$ cat config.mk
export PLATFORM = sky130hd
export DESIGN_NAME = factor_game_ctrl
export DESIGN_NICKNAME = d
export VERILOG_FILES = /design/src/rtl/factor_game_ctrl.sv
export SDC_FILE = /design/constraint.sdc
export NUM_CORES = 1
export LEC_CHECK = 0
export BUFFER_PORTS_ARGS = -buffer_cell sky130_fd_sc_hd__buf_2
export CORE_ASPECT_RATIO = 0.8
export CORE_MARGIN = 8
export CORE_UTILIZATION = 60
export CTS_BUF_LIST = sky130_fd_sc_hd__clkbuf_4
export CTS_CLUSTER_SIZE = 40
export DETAILED_ROUTE_END_ITERATION = 6
export GPL_TIMING_DRIVEN = 0
export PLACE_DENSITY = 0.86
export SETUP_SLACK_MARGIN = 0.5
export SYNTH_ARGS = -nofsm -noshare
export SYNTH_HDL_FRONTEND = slang
export SYNTH_SLANG_ARGS = --single-unit
$ cat constraint.sdc
create_clock -name CLK -period 4.31 [get_ports CLK]
set_clock_uncertainty 0.1 [all_clocks]
set_input_delay 1.293 -clock CLK [delete_from_list [all_inputs] [get_ports CLK]]
set_output_delay 1.293 -clock CLK [all_outputs]
set_load 0.01 [all_outputs]
$ cat src/rtl/factor_game_ctrl.sv
// rtl/factor_game_ctrl.sv - factorization quiz sequencer: phase timing, question LFSR, answer judging, score
module factor_game_ctrl #(
    parameter int READY_CYC = 50_000_000,
    parameter int QUE_CYC   = 100_000_000,
    parameter int INPUT_CYC = 250_000_000,
    parameter int NUM_Q     = 5,
    parameter int TW        = 28
) (
    input  logic       CLK,
    input  logic       nRST,
    input  logic       START,
    input  logic       ENTER,
    input  logic [3:0] SW_DIN,
    output logic [3:0] STATE,
    output logic [3:0] QUE,
    output logic [3:0] DIN,
    output logic [3:0] SCORE
);

    typedef enum logic [3:0] {
        S_IDLE     = 4'b0000,
        S_READY    = 4'b0010,
        S_QUESTION = 4'b0011,
        S_INPUT    = 4'b0100,
        S_CLEAR    = 4'b0111,
        S_FAIL     = 4'b1000
    } state_t;

    state_t        state, next_state;
    logic          start_prev, enter_prev;
    logic          start_rise, enter_rise;
    logic [TW-1:0] timer;
    logic [3:0]    qcnt;
    logic [3:0]    lfsr;
    logic          correct;
    logic          last_q;

    function automatic logic [3:0] smallest_prime(input logic [3:0] q);
        case (q)
            4'd2, 4'd4, 4'd6, 4'd8: smallest_prime = 4'd2;
            4'd3, 4'd9:             smallest_prime = 4'd3;
            4'd5:                   smallest_prime = 4'd5;
            4'd7:                   smallest_prime = 4'd7;
            default:                smallest_prime = 4'd0;
        endcase
    endfunction

    assign start_rise = START & ~start_prev;
    assign enter_rise = ENTER & ~enter_prev;
    assign correct    = (SW_DIN == smallest_prime(QUE));
    assign last_q     = (qcnt == 4'(NUM_Q - 1));

    always_ff @(posedge CLK or negedge nRST) begin
        if (!nRST) begin
            state <= S_IDLE;
        end else begin
            state <= next_state;
        end
    end

    // ENTER is checked before the timeout so a rise on the final INPUT cycle is judged
    always_comb begin
        next_state = state;
        case (state)
            S_IDLE:     if (start_rise) next_state = S_READY;
            S_READY:    if (timer == TW'(READY_CYC - 1)) next_state = S_QUESTION;
            S_QUESTION: if (timer == TW'(QUE_CYC - 1)) next_state = S_INPUT;
            S_INPUT: begin
                if (enter_rise) begin
                    if (!correct)    next_state = S_FAIL;
                    else if (last_q) next_state = S_CLEAR;
                    else             next_state = S_READY;
                end else if (timer == TW'(INPUT_CYC - 1)) begin
                    next_state = S_FAIL;
                end
            end
            S_CLEAR, S_FAIL: if (start_rise) next_state = S_READY;
            default:    next_state = S_IDLE;
        endcase
    end

    always_comb begin
        STATE = state;
    end

    always_ff @(posedge CLK or negedge nRST) begin
        if (!nRST) begin
            start_prev <= 1'b0;
            enter_prev <= 1'b0;
            timer      <= '0;
            lfsr       <= 4'b0001;
            qcnt       <= 4'd0;
            QUE        <= 4'd0;
            DIN        <= 4'd0;
            SCORE      <= 4'd0;
        end else begin
            start_prev <= START;
            enter_prev <= ENTER;
            DIN        <= SW_DIN;
            lfsr       <= {lfsr[2:0], lfsr[3] ^ lfsr[2]};
            timer      <= (next_state != state) ? '0 : timer + TW'(1);
            if (state == S_READY && next_state == S_QUESTION) begin
                QUE <= {1'b0, lfsr[2:0]} + 4'd2;
            end
            if (state == S_INPUT && enter_rise && correct) begin
                SCORE <= SCORE + 4'd1;
                if (!last_q) qcnt <= qcnt + 4'd1;
            end
            if ((state == S_CLEAR || state == S_FAIL) && start_rise) begin
                SCORE <= 4'd0;
                qcnt  <= 4'd0;
            end
        end
    end

endmodule

==> summary.md <==
| Metric | Value |
|---|---|
| Setup crit end kind | register |
| Net count after synthesis | approximately 290 |
| Synth top area share | 46.1% |
| # clock sinks | 54 |
| Synth unique cells | 50 |
| Drt pass-1 iters | 5 |
| Synth Register Bits | 54 |
| Cts bufs inserted | 5 |
| Critical Path RT | 4480 ps |
| Nets | between 300 and 400 |
| Clock insertion delay at the later pin of the skew report | 380 ps |
| DR DRC count | 0 |
| VDD IR max | 276 µV |
| Initial Util | 62.5% |
| Compound-gate portion of the synthesized area | 5.40% |
| Synth Area in XOR/XNOR | about a tenth |
| Mean post-synth cell area | 10.5 µm² |
| Placer congestion estimate | between 0.9 and 1 |
| Most frequent cells in the layout | dfrtp_1, nor4_1, buf_2, nor2_1, nand3_1 |
| Die height | 77.9 µm |
| P_leak | between 1 and 1.5 nW |
| Synth async-reset ratio | 100% |
| Commonest non-fill, non-tap cell in the layout | dfrtp_1 |
| CTS resizes | 0 |
| Outcome | complete, no violations |
| # IOs | 24 |
| Maxcap violations | 0 |
| CTS tree | done |
| Worst-margin pin slew | 1180 ps |
| Post-synth EDFFs | 0 |
| Slew Viols, Final | 0 |
| Slowest stage delay, CP | 550 ps |
| Clock buffer depth | 2 |
| Largest area contributor in the netlist | dfrtp_1 |
| Final setup TNS | 0 ps |
| Cells after Synth | 275 |
| Post-synthesis simple-gate area fraction | 29.0% |
| Mapped Area | 0.00287 mm² |
| # setup viols final | 0 |
| Cell Chain, Critical Path | buf_2, o31a_1, a2111o_1, nor4b_4, o31a_1, buf_4, buf_2, nor4_1 |
| Post-Synth Adder-Cell Area | 2.18% |
| RSZ-0062 raised after global routing | false |
| # hold bufs at CTS | 0 |
| Number of global-route vias before repair | approximately 2200 |
| Sequential area share after synthesis | between 40% and 50% |
| Maximum clock rate | roughly 310 MHz |
| Antenna viol nets, final | 0 |
| Tcrit/Tclk final | between 70% and 80% |
| WS Path Type | in2reg |
| DRT iter0 DRCs | between 150 and 200 |
| Largest net degree at the start of global routing | between 50 and 60 |
| Mux contribution to synthesized area | between 1.5 and 2% |
| CP startpoint kind | input pin |
| Initial antenna violation count | 0 |
| Die W | between 90 and 100 µm |
| Rel. slew slack | a little over a fifth |
| Core box area | 0.00460 mm² |
| YS warnings | 0 |
| Die ar. | about 0.0073 mm² |
| Worst EP arrival | 3360 ps |
| Final hold violation count | 0 |
| Root Buffer Master | clkbuf_4 |
| Row count | 22 |
| Main flop type after synthesis | dfrtp_1 |
| IO buf count | 23 |
| Power per Cell Area | about 300 mW/mm² |
| Largest family of logic cells by synthesized area | simple AND/OR/NAND/NOR gates |
| H-tree levels | 2 |
| Design area | 0.00312 mm² |
| Setup Buffers After CTS | 0 |
| Min-delay worst type | reg2reg |
| Antenna cells | 0 |
| Share of cells above drive strength 1 | 17.6% |
| Slowest cell on crit path | a2111o_1 |
| All-layer global routing usage | between 10% and 20% |
| Via count | 2326 |
| Clk pin slew, worst setup/hold paths | between 150 and 200 ps |
| Routed WL per cell | 17.4 µm |
| Crit path max fanout | 10 |
| Final wirelength | 6370 µm |
| Synth top area cells | dfrtp_1, nor4_1, xnor2_1 |
| Detailed Place HPWL | 4600 µm |
| Placed cell area | 0.00306 mm² |
| Crit path time final | 3190 ps |
| First-pass GRT wire length | 10800 µm |
| DR vias/cell | 6.36 |
| Area growth, synth to finish | 8.66% |
| Total gr overflow | 0 |
## layout make-up
| type | count | area, µm² |
|---|---|---|
| buffer | 11 | 85.1 |
| clock buffer | 5 | 37.5 |
| clock inverter | 3 | 21.3 |
| fill | 322 | 1470 |
| inverter | 11 | 41.3 |
| multi-input combinational | 199 | 1400 |
| sequential | 54 | 1350 |
| tap | 60 | 75.1 |
| timing repair buffer | 23 | 115 |
## worst max-delay path: cells and delay by family
kind / cells / cell delay, ps
compound gates: 3 / 1030
simple gates: 2 / 490
buf+inv: 3 / 540
## registers in the layout, indices dropped and copies added (netlist names)
name	count
enter_prev	1
SCORE	4
DIN	4
lfsr	4
QUE	4
STATE	4
start_prev	1
qcnt	4
timer	28
## Yosys cell counts, drive strengths merged (2+ instances only)
cell and instances:
dfrtp 53, nor4 36, nand3 22, nor2 22, xnor2 17, xor2 16, nand2 12, inv 11
nand4 11, buf 8, nor3 6, ha 5, and3 4, nand2b 4, nor4b 4, a21oi 3
clkbuf 3, mux2 3, nand3b 3, o21ai 3, or3 3, mux2i 2, nor2b 2, o31a 2
or4b 2
## per-stage QoR
stage | worst slack (ps) | hold slack [ps] | util (%) | total power, mW | std cells
floorplan | 1090 | 275 | - | 0.660 | 275
global placement | 765 | 287 | 66.7 | 0.694 | 358
detailed placement | 727 | 293 | 66.7 | 0.703 | 358
CTS | 1140 | 311 | 67.9 | 0.927 | 366
global route | 924 | 316 | 67.9 | 0.964 | 366
finish | 1120 | 311 | 67.9 | 0.923 | 366
## per-layer routing
metal,vias to the layer above,part of all wire [%],global-route usage (%)
li1,1079,-,-
met1,1127,45,25.6
met2,108,46,26.4
met3,12,7.2,3.17
met4,0,1.5,7.70
met5,-,0,0
## kinds of logic after synthesis
family                     Yosys count
AOI/OAI and AO/OA                   20
muxes                                5
DFF                                 54
adders and majority gates            5
buffers and inverters               22
and+or+nand+nor                    136
xor gates and xnor gates            33
## report_power, final
group	internal [mW]	switching, mW	leakage (nW)
combinational	0.0538	0.0630	0.613
sequential	0.541	0.0363	0.719
clock	0.0639	0.165	0.0312
## worst paths after layout
| path | slack, ps | from | end | cells after the start |
|---|---|---|---|---|
| min | 310 | lfsr[0]$_DFF_PN1_ | lfsr[1]$_DFF_PN0_ | 0 |
| max | 1120 | SW_DIN[0] | timer[11]$_DFF_PN0_ | 8 |
| max reg2reg | 1350 | timer[12]$_DFF_PN0_ | timer[11]$_DFF_PN0_ | 8 |
| min reg2reg | 310 | lfsr[0]$_DFF_PN1_ | lfsr[1]$_DFF_PN0_ | 0 |
| max in group asynchronous | 2350 | nRST | timer[0]$_DFF_PN0_ | 1 |
| min in group asynchronous | 1030 | nRST | timer[9]$_DFF_PN0_ | 1 |
Power figures use the tool's default switching activity.
